**config.mk**
```make
export PLATFORM = sky130hd
export DESIGN_NAME = vga_scanout
export DESIGN_NICKNAME = d
export VERILOG_FILES = /design/src/rtl/vga_scanout.sv
export SDC_FILE = /design/constraint.sdc
export NUM_CORES = 1
export LEC_CHECK = 0
export BUFFER_PORTS_ARGS = -buffer_cell sky130_fd_sc_hd__buf_2
export CAP_MARGIN = 25
export CORE_MARGIN = 1.5
export CORE_UTILIZATION = 57
export CTS_CLUSTER_SIZE = 10
export DETAILED_ROUTE_END_ITERATION = 10
export PLACE_DENSITY = 0.83
export REMOVE_ABC_BUFFERS = 1
export SYNTH_ARGS = -nofsm -noshare
export SYNTH_HDL_FRONTEND = slang
export SYNTH_SLANG_ARGS = --single-unit
```
**constraint.sdc**
```tcl
create_clock -name mclk -period 4.35 [get_ports mclk]
set_clock_uncertainty 0.15 [all_clocks]
set_input_delay 0.2175 -clock mclk [delete_from_list [all_inputs] [get_ports mclk]]
set_output_delay 0.2175 -clock mclk [all_outputs]
set_load 0.02 [all_outputs]
```
**src/rtl/vga_scanout.sv**
```systemverilog
// vga_scanout: parametrised VGA scan-out engine.
//
// A divider turns mclk into a pixel tick. The horizontal and vertical counters advance on
// each tick, and a three-stage pipeline clocked by the tick produces the pixel:
//   stage 0  VRAM byte address plus pixel index
//   stage 1  capture the byte and unpack one pixel (LSB-first)
//   stage 2  colour map to RGB332, with registered syncs and vidon
// Sync and vidon travel through the same stages as the pixel, so they stay aligned with it.
//
// Ports:
//   mclk, resetn          system clock; asynchronous active-low reset
//   vram_addr[ADDR_W]     registered display read address
//   vram_data[8]          read data, valid one mclk after vram_addr changes
//   hsync, vsync          active-low syncs
//   vidon                 output pixel is in the active area
//   red[3] green[3] blue[2]
//   frame_start           one-mclk pulse when the outputs show pixel (0,0)
//
// Optional build macro CURSOR_EN adds cursor_x[10], cursor_y[10] and cursor_on. These are
// shadowed at frame_start and invert an 8x8 block of active pixels.

module vga_scanout #(
  parameter int unsigned H_ACT     = 640,
  parameter int unsigned H_FP      = 16,
  parameter int unsigned H_SYNC    = 96,
  parameter int unsigned H_BP      = 48,
  parameter int unsigned V_ACT     = 480,
  parameter int unsigned V_FP      = 10,
  parameter int unsigned V_SYNC    = 2,
  parameter int unsigned V_BP      = 33,
  parameter int unsigned CLK_DIV   = 4,
  parameter int unsigned BPP       = 1,
  parameter int unsigned SCALE     = 1,
  parameter int unsigned ADDR_W    = 16,
  parameter int unsigned BASE_ADDR = 0
) (
  input  logic              mclk,
  input  logic              resetn,
`ifdef CURSOR_EN
  input  logic [9:0]        cursor_x,
  input  logic [9:0]        cursor_y,
  input  logic              cursor_on,
`endif
  output logic [ADDR_W-1:0] vram_addr,
  input  logic [7:0]        vram_data,
  output logic              hsync,
  output logic              vsync,
  output logic              vidon,
  output logic [2:0]        red,
  output logic [2:0]        green,
  output logic [1:0]        blue,
  output logic              frame_start
);

  localparam int unsigned H_TOT  = H_ACT + H_FP + H_SYNC + H_BP;
  localparam int unsigned V_TOT  = V_ACT + V_FP + V_SYNC + V_BP;
  localparam int unsigned PPW    = 8 / BPP;
  localparam int unsigned PPW_SH = $clog2(PPW);
  localparam int unsigned SC_SH  = (SCALE == 2) ? 1 : 0;
  localparam int unsigned WPL    = H_ACT / (SCALE * PPW);  // VRAM bytes per source line
  localparam int unsigned HW     = $clog2(H_TOT);
  localparam int unsigned VW     = $clog2(V_TOT);
  localparam int unsigned DW     = $clog2(CLK_DIV);
  localparam int unsigned PW     = (PPW_SH == 0) ? 1 : PPW_SH;

  localparam logic [DW-1:0]     DIV_LAST = DW'(CLK_DIV - 1);
  localparam logic [HW-1:0]     H_LAST   = HW'(H_TOT - 1);
  localparam logic [HW-1:0]     H_ACT_C  = HW'(H_ACT);
  localparam logic [HW-1:0]     HS_BEG   = HW'(H_ACT + H_FP);
  localparam logic [HW-1:0]     HS_END   = HW'(H_ACT + H_FP + H_SYNC - 1);
  localparam logic [VW-1:0]     V_LAST   = VW'(V_TOT - 1);
  localparam logic [VW-1:0]     V_ACT_C  = VW'(V_ACT);
  localparam logic [VW-1:0]     VS_BEG   = VW'(V_ACT + V_FP);
  localparam logic [VW-1:0]     VS_END   = VW'(V_ACT + V_FP + V_SYNC - 1);
  localparam logic [ADDR_W-1:0] BASE_C   = ADDR_W'(BASE_ADDR);

  // Tick divider and raster counters
  logic [DW-1:0] div_q, div_d;
  logic [HW-1:0] hc_q, hc_d;
  logic [VW-1:0] vc_q, vc_d;
  logic          tick;

  assign tick = (div_q == DIV_LAST);

  always_comb begin
    div_d = tick ? '0 : div_q + 1'b1;
    hc_d  = hc_q;
    vc_d  = vc_q;
    if (tick) begin
      if (hc_q == H_LAST) begin
        hc_d = '0;
        vc_d = (vc_q == V_LAST) ? '0 : vc_q + 1'b1;
      end else begin
        hc_d = hc_q + 1'b1;
      end
    end
  end

  // Stage 0 next-state values
  logic [HW-1:0]     hc_sc;
  logic [VW-1:0]     vc_sc;
  logic              act0_d, hs0_d, vs0_d, first0_d;
  logic [ADDR_W-1:0] addr_d;
  logic [PW-1:0]     p0_d;

  always_comb begin
    hc_sc    = hc_q >> SC_SH;
    vc_sc    = vc_q >> SC_SH;
    act0_d   = (hc_q < H_ACT_C) && (vc_q < V_ACT_C);
    hs0_d    = !((hc_q >= HS_BEG) && (hc_q <= HS_END));
    vs0_d    = !((vc_q >= VS_BEG) && (vc_q <= VS_END));
    first0_d = (hc_q == '0) && (vc_q == '0);
    p0_d     = (PPW == 1) ? '0 : PW'(hc_sc);
    // Sum is taken at 32 bits and truncated, so it wraps at ADDR_W.
    addr_d   = BASE_C;
    if (act0_d) begin
      addr_d = ADDR_W'(BASE_ADDR + 32'(vc_sc) * WPL + (32'(hc_sc) >> PPW_SH));
    end
  end

  // Pipeline registers
  logic [ADDR_W-1:0] addr_q;
  logic [PW-1:0]     p0_q;
  logic              act0_q, hs0_q, vs0_q, first0_q;
  logic [7:0]        pix1_q, pix1_d;
  logic              act1_q, hs1_q, vs1_q, first1_q;
  logic [7:0]        rgb_q, rgb_d;
  logic              vid_q, hs_q, vs_q, fs_q;

  // Stage 1: select one BPP-wide field of the fetched byte; pixel 0 is in the low bits.
  always_comb begin
    pix1_d = '0;
    for (int i = 0; i < PPW; i++) begin
      if (PW'(i) == p0_q) begin
        pix1_d[BPP-1:0] = vram_data[i*BPP +: BPP];
      end
    end
  end

  function automatic logic [7:0] color_map(input logic [7:0] p);
    logic [7:0] c;
    if (BPP == 1) begin
      c = {8{p[0]}};
    end else if (BPP == 2) begin
      c = {p[1:0], p[1], p[1:0], p[1], p[1:0]};
    end else if (BPP == 4) begin
      // p = {I, R, G, B}
      c = {p[2], p[2], p[3], p[1], p[1], p[3], p[0], p[3]};
    end else begin
      c = p;
    end
    return c;
  endfunction

`ifdef CURSOR_EN
  // Cursor shadows and hit flag, delayed alongside the pixel
  logic [9:0] cx_q, cy_q;
  logic       con_q;
  logic       cur0_d, cur0_q, cur1_q;

  always_comb begin
    cur0_d = con_q &&
             (16'(hc_q) >= {6'd0, cx_q}) && (16'(hc_q) <= {6'd0, cx_q} + 16'd7) &&
             (16'(vc_q) >= {6'd0, cy_q}) && (16'(vc_q) <= {6'd0, cy_q} + 16'd7);
  end

  always_ff @(posedge mclk or negedge resetn) begin
    if (!resetn) begin
      cx_q   <= '0;
      cy_q   <= '0;
      con_q  <= 1'b0;
      cur0_q <= 1'b0;
      cur1_q <= 1'b0;
    end else begin
      if (tick && first1_q) begin
        cx_q  <= cursor_x;
        cy_q  <= cursor_y;
        con_q <= cursor_on;
      end
      if (tick) begin
        cur0_q <= cur0_d;
        cur1_q <= cur0_q;
      end
    end
  end
`endif

  always_comb begin
    rgb_d = act1_q ? color_map(pix1_q) : 8'h00;
`ifdef CURSOR_EN
    if (act1_q && cur1_q) begin
      rgb_d = ~rgb_d;
    end
`endif
  end

  always_ff @(posedge mclk or negedge resetn) begin
    if (!resetn) begin
      div_q    <= '0;
      hc_q     <= '0;
      vc_q     <= '0;
      addr_q   <= BASE_C;
      p0_q     <= '0;
      act0_q   <= 1'b0;
      hs0_q    <= 1'b1;
      vs0_q    <= 1'b1;
      first0_q <= 1'b0;
      pix1_q   <= '0;
      act1_q   <= 1'b0;
      hs1_q    <= 1'b1;
      vs1_q    <= 1'b1;
      first1_q <= 1'b0;
      rgb_q    <= '0;
      vid_q    <= 1'b0;
      hs_q     <= 1'b1;
      vs_q     <= 1'b1;
      fs_q     <= 1'b0;
    end else begin
      div_q <= div_d;
      hc_q  <= hc_d;
      vc_q  <= vc_d;
      // Registered every mclk so the pulse lasts exactly one cycle.
      fs_q  <= tick && first1_q;
      if (tick) begin
        addr_q   <= addr_d;
        p0_q     <= p0_d;
        act0_q   <= act0_d;
        hs0_q    <= hs0_d;
        vs0_q    <= vs0_d;
        first0_q <= first0_d;
        pix1_q   <= pix1_d;
        act1_q   <= act0_q;
        hs1_q    <= hs0_q;
        vs1_q    <= vs0_q;
        first1_q <= first0_q;
        rgb_q    <= rgb_d;
        vid_q    <= act1_q;
        hs_q     <= hs1_q;
        vs_q     <= vs1_q;
      end
    end
  end

  assign vram_addr   = addr_q;
  assign hsync       = hs_q;
  assign vsync       = vs_q;
  assign vidon       = vid_q;
  assign red         = rgb_q[7:5];
  assign green       = rgb_q[4:2];
  assign blue        = rgb_q[1:0];
  assign frame_start = fs_q;

endmodule

```
==> results.toml, run 1 <==
[setup_path]
rr_worst_depth = 9
slowest_delay_ns = 0.54
worstReg2RegEnd = "vram_addr[15]"
r2r-start = "vc_q[1]"
end_kind = "flip-flop"
cp-start-kind = "flip-flop"
cp_data_arrival_time_ns = 3.45
critPathMaxFanout = 10
ff2ff_setup_slack_ns = 0.95
critPathKind = "flip-flop to flip-flop"
critPathSlowestCell = "dfrtp_1"
crit_chain = "ha_1 > ha_1 > fa_1 > a211o_1 > and2_4 > o311ai_2 > nor4_1 > a221o_1 > a211o_1"
cp.required_ns = 4.40

[min_path]
hp-start = "vram_data[7]"
worstHoldPathType = "input port to flip-flop"
whs_path_depth = 4
whs_endpoint = "pix1_q[0]"

[finish]
fin_cells = 400
syn2layout_area_growth_pct = 9.667
antennaDiodeCount = 0
final_util_pct = 64.44
drive_above_1_share_pct = 23.48
nNetsFinal = 363

[detailed_routing]
first_pass_iters = 4
avgViaCountPerCell = 5.948
drc = 0
routed_wl_mm = 6.274
routedWlPerCell_um = 15.69
dr_total_vias = 2379
detail-route-antenna-nets = 0
drt_iter0_drc = 154

[clock_network]
insertion_delay_ns = 0.32
cts_root_buf = "clkbuf_8"
hold_buffers = 1
numCtsBuffers = 5
cts.sinks = 55
cts_max_level = 2
cts_tree = "built"
cts_resized = 0
clockBufferDepth = 2
clk_pin_slew_ns = 0.10
postCtsSetupBuffers = 0

[pwr]
power_density_mw_per_mm2 = 236.1
p_int_mw = 0.6391
vdd_drop_max_mv = 0.1490
comb_power_share_pct = 3.1
p_clk_share_pct = 35.6
power.switching_mw = 0.1987
power_frac_seq_pct = 61.3
p_leak_nw = 1.724
switching_share_pct = 23.72
finalPower_mw = 0.8378

[global_route]
grtUsageTotal_pct = 22.86
grt_pass1_wl_mm = 11.28
overflow = 0
grt_max_degree = 56
grt_pass1_vias = 2445
antenna_found_initial = 0

[floorplanning]
die-area_sq_mm = 0.006137
pin_count = 38
start_util_pct = 58.76
die_h_um = 78.34
core-area_sq_mm = 0.005507
std_cell_rows = 27
fp.dieW_um = 78.34

[synth]
yosysSeqAreaShare_pct = 42.77
synth-seq-cells = 55
syn_inst = 295
synthFlopType = "dfrtp_1"
synthArstFlopShare_pct = 100.0
ys_types = 60
avgSynthCellArea_sq_um = 10.97
synthesis.area_sq_mm = 0.003236
synth_edf_count = 0
synth_warnings = 0

[outcome]
status = "complete, no violations"

[sta]
timing.hold.ws_ns = 0.2631
rsz0062_at_grt = "no"
clock.fmax_mhz = 293.9
finalHoldViolations = 0
final-max-slew-violation-count = 0
relSlewSlack_pct = 55.09
setup_viol = 0
period_share_pct = 78.21
final.setup.tns_ns = 0
worst_pin_slew_ns = 0.6736
fin_crit_ns = 3.402

[placement]
portBuffers = 37
gp_congestion = 0.8496
dp_hpwl_mm = 4.574
placed_cells = 391

[run]
maxCapViolations = 0
[routing by layer]
| layer | part of all wire, % | wire [um] | global-route usage (%) |
|---|---|---|---|
| met1 | 45 | 2817 | 31.16 |
| met4 | 1.4 | 88 | 7.321 |
| met5 | 0 | 0 | 0 |
| met3 | 2.7 | 172 | 3.372 |
| met2 | 51 | 3196 | 37.65 |
[flip-flops by register name, summed over array words and instances, names as in the netlist]
name and count:
vram_addr 16, hc_q 10, vc_q 10, p0_q 3, div_q 2, act0_q 1
act1_q 1, first0_q 1, first1_q 1, frame_start 1, hs0_q 1, hs1_q 1
hsync 1, pix1_q 1, rgb_q 1, vidon 1, vs0_q 1, vs1_q 1
vsync 1
[power groups by stage]
| stage | Combinational (mW) | Sequential, mW | Clock, mW |
|---|---|---|---|
| floorplan | 0.00264 | 0.528 | 0 |
| global placement | 0.0253 | 0.523 | 0 |
| detailed placement | 0.0260 | 0.523 | 0 |
| CTS | 0.0266 | 0.513 | 0.305 |
| global route | 0.0291 | 0.514 | 0.324 |
| finish | 0.0258 | 0.513 | 0.299 |
[layout by cell type, fill, tap and decap left out, types with 3 or more instances in the layout]
cell       netlist  layout
a21o_1           3       3
a21oi_1          8       8
buf_4            8       3
o2bb2ai_1        4       4
ha_1            24      24
inv_1            9       9
and2_1           3       3
nand2_1         14      14
buf_2            0      37
and3_1           3       3
dfrtp_1         49      49
mux2_2          10      10
nor4_1           5       5
nor3_1           4       4
xor2_1          10      10
o21ai_0          9       9
o21a_1           6       6
nand3_1          3       3
nor2b_1          3       3
dfstp_2          6       6
nand4_1          9       9
clkbuf_8         0       5
xnor2_1         15      15
a22o_1          12      12
nor2_1          21      21
[through the flow]
stage | area (sq um) | setup WS (ns)
after global routing | 3548 | 0.7797
after global placement | 3442 | 1.066
after detailed placement | 3442 | 0.9836
after floorplan | 3144 | 1.189
after CTS | 3548 | 0.9530
final | 3548 | 0.9479
[logic make-up after synthesis]
| logic type | synth area share, % |
|---|---|
| XOR/XNOR | 6.767 |
| multiplexers | 5.491 |
| AO/OA/AOI/OAI | 14.23 |
| flip-flops | 42.77 |
| adder cells (fa/ha/maj) | 10.52 |
| AND/OR/NAND/NOR | 16.24 |
| buffers and inverters | 3.983 |
[layout make-up]
| type | count | area, sq um |
|---|---|---|
| inverter | 10 | 37.54 |
| timing repair buffer | 41 | 217.7 |
| tap | 72 | 90.09 |
| clock buffer | 5 | 68.82 |
| sequential | 55 | 1384 |
| clock inverter | 3 | 27.53 |
| multi-input combinational | 214 | 1723 |
| fill | 444 | 1958 |
[worst max-delay path by stage]
stage,start,end,slack [ns]
detailed placement,vc_q[1],vram_addr[15],0.98
global route,vc_q[1],vram_addr[15],0.78
finish,vc_q[1],vram_addr[15],0.95
CTS,vc_q[1],vram_addr[15],0.95
global placement,vc_q[1],vram_addr[15],1.07
floorplan,vc_q[1],vram_addr[15],1.19
[worst max-delay path: cells and delay by family, from the launching register on]
kind	cells	cell delay (ns)
AO/OA/AOI/OAI	4	1.32
adder cells (fa/ha/maj)	3	1.03
flip-flops	1	0.54
AND/OR/NAND/NOR	2	0.25
[synth_stat cells (all sizes together) (4+ instances only)]
library cell / count / area (sq um)
nand2: 14 / 52.55
clkbuf: 7 / 27.52
xnor2: 15 / 131.4
a22o: 12 / 105.1
dfrtp: 49 / 1226
o2bb2ai: 4 / 35.03
buf: 9 / 63.81
xor2: 10 / 87.58
o21a: 7 / 53.80
nor2: 21 / 78.83
nor3: 5 / 36.29
a21oi: 9 / 48.80
nand4: 11 / 98.84
o21ai: 9 / 45.04
inv: 9 / 33.78
and2: 5 / 36.29
dfstp: 6 / 157.7
nor4: 5 / 31.28
mux2: 10 / 112.6
ha: 24 / 300.3
Note: power is estimated with default switching activity, not from simulation.
==> run 2: changes to the inputs <==
- clock period: 4.35 -> 3.4 ns (I/O delays scaled with it)
==> run 2 against run 1 <==
Against the previous run:
- non-clock buffer count increased by 5
- critical path type unchanged
- first-iteration DRC count fell by 25%
- worst hold slack lost 0.090 ns
- sequential power up 28%
- sequential cell count did not move
==> results.toml, run 2 (synthesized netlist as in run 1, its figures left out) <==
[outcome]
status = "complete, no violations"

[clock_network]
clockBufferDepth = 2
clk_pin_slew_ns = 0.10
cts_tree = "built"
insertion_delay_ns = 0.31
cts_root_buf = "clkbuf_8"
cts_resized = 0
cts_max_level = 2
cts.sinks = 55
postCtsSetupBuffers = 0
numCtsBuffers = 5

[detailed_routing]
first_pass_iters = 4
routedWlPerCell_um = 14.92
drt_iter0_drc = 115
avgViaCountPerCell = 5.852
routed_wl_mm = 6.044
drc = 0
detail-route-antenna-nets = 0
dr_total_vias = 2370

[finish]
drive_above_1_share_pct = 24.32
antennaDiodeCount = 0
final_cell_mix = "dfrtp_1 (49), buf_2 (37), ha_1 (24), nor2_1 (21), xnor2_1 (15)"
fin_cells = 405
final_common_cell = "dfrtp_1"
largest_reg_flops = 16
syn2layout_area_growth_pct = 10.98
nNetsFinal = 368

[floorplanning]
fp.dieW_um = 78.34
std_cell_rows = 27
pin_count = 38
core-area_sq_mm = 0.005507
start_util_pct = 58.76
die-area_sq_mm = 0.006137
die_h_um = 78.34

[sta]
layout_setup_ws_ns = 0.2511
relSlewSlack_pct = 61.12
final-max-slew-violation-count = 0
final.setup.tns_ns = 0
setup_viol = 0
worst_pin_slew_ns = 0.5832
period_share_pct = 92.62
finalHoldViolations = 0
clock.fmax_mhz = 317.6
rsz0062_at_grt = "no"
fin_crit_ns = 3.149

[setup_path]
critPathSlowestCell = "dfrtp_1"
crit_chain = "ha_1 > ha_1 > fa_1 > a211o_1 > and2_4 > o311ai_2 > buf_4 > o211ai_1 > nor3b_1 > a211o_1"
critPathKind = "flip-flop to flip-flop"
end_kind = "flip-flop"
cp-start-kind = "flip-flop"
cp.required_ns = 3.50
cp_data_arrival_time_ns = 3.25
critPathMaxFanout = 6
slowest_delay_ns = 0.47

[global_route]
grt_pass1_vias = 2346
grt_pass1_wl_mm = 10.36
grtUsageTotal_pct = 21.20
grt_max_degree = 36
antenna_found_initial = 0
overflow = 0

[placement]
placed_cells = 396
dp_slack_ns = 0.2752
gp_congestion = 0.8309
dp_hpwl_mm = 4.521
portBuffers = 37

[pwr]
p_leak_nw = 1.750
vdd_drop_max_mv = 0.1873
power_density_mw_per_mm2 = 293.6
finalPower_mw = 1.054

[run]
maxCapViolations = 0

[min_path]
worstHoldPathType = "input port to asynchronous set/reset pin"
run 2: cell types whose count changed in the layout (fill, tap and decap cells not counted):
cell | before | now
buf_4 | 3 | 7
buf_12 | 0 | 1
clkbuf_1 | 0 | 1
clkinv_4 | 1 | 0
inv_6 | 0 | 1
inv_8 | 1 | 0
run 2: power by group:
part | internal (mW) | switching [mW]
sequential | 0.655 | 0.00137
combinational | 0.0138 | 0.0227
clock | 0.148 | 0.213
total | 0.817 | 0.237
run 2: path summary, 6_finish.rpt:
kind	startpoint	endpoint	slack [ns]	cells past startpoint
min	resetn	rgb_q[6]	0.17	2
max in group asynchronous	resetn	vs0_q	2.09	5
max reg2reg	vc_q[3]	vram_addr[15]	0.25	10
max	vc_q[3]	vram_addr[15]	0.25	10
min reg2reg	div_q[0]	div_q[0]	0.28	1
min in group mclk	vram_data[7]	pix1_q[0]	0.22	4
run 2: cell type report:
| class | instances | area (sq um) |
|---|---|---|
| clock buffer | 6 | 72.57 |
| clock inverter | 2 | 16.27 |
| fill | 412 | 1916 |
| inverter | 10 | 37.54 |
| multi-input combinational | 214 | 1723 |
| sequential | 55 | 1384 |
| tap | 72 | 90.09 |
| timing repair buffer | 46 | 267.8 |
run 2: timing repair:
| item | in CTS | in global routing |
|---|---|---|
| hold buffers | 1 | 0 |
| setup endpoints to repair | 0 | 0 |
| hold endpoints to repair | 47 | 0 |
run 2: critical path: cells and delay by family (launching register included):
| family | cells | cell delay, ns |
|---|---|---|
| flip-flops | 1 | 0.47 |
| adder cells (fa/ha/maj) | 3 | 0.97 |
| AO/OA/AOI/OAI | 4 | 0.88 |
| AND/OR/NAND/NOR | 2 | 0.46 |
| buffers and inverters | 1 | 0.17 |
run 2: metal layers:
metal	up-vias	part of all wire (%)	track usage [%]
met5	-	0	0
met4	0	2.0	8.036
met2	52	47	34.35
li1	1158	-	-
met3	11	3.7	3.488
met1	1149	48	28.65
run 2: per-stage QoR:
stage	instance area [sq um]	hold WS, ns	utilization, %
after floorplan	3144	-0.2756	-
after global placement	3472	0.2656	63.05
after detailed placement	3492	-0.03784	63.42
after CTS	3591	0.1623	65.21
after global routing	3591	0.1922	65.21
final	3591	0.1733	65.21
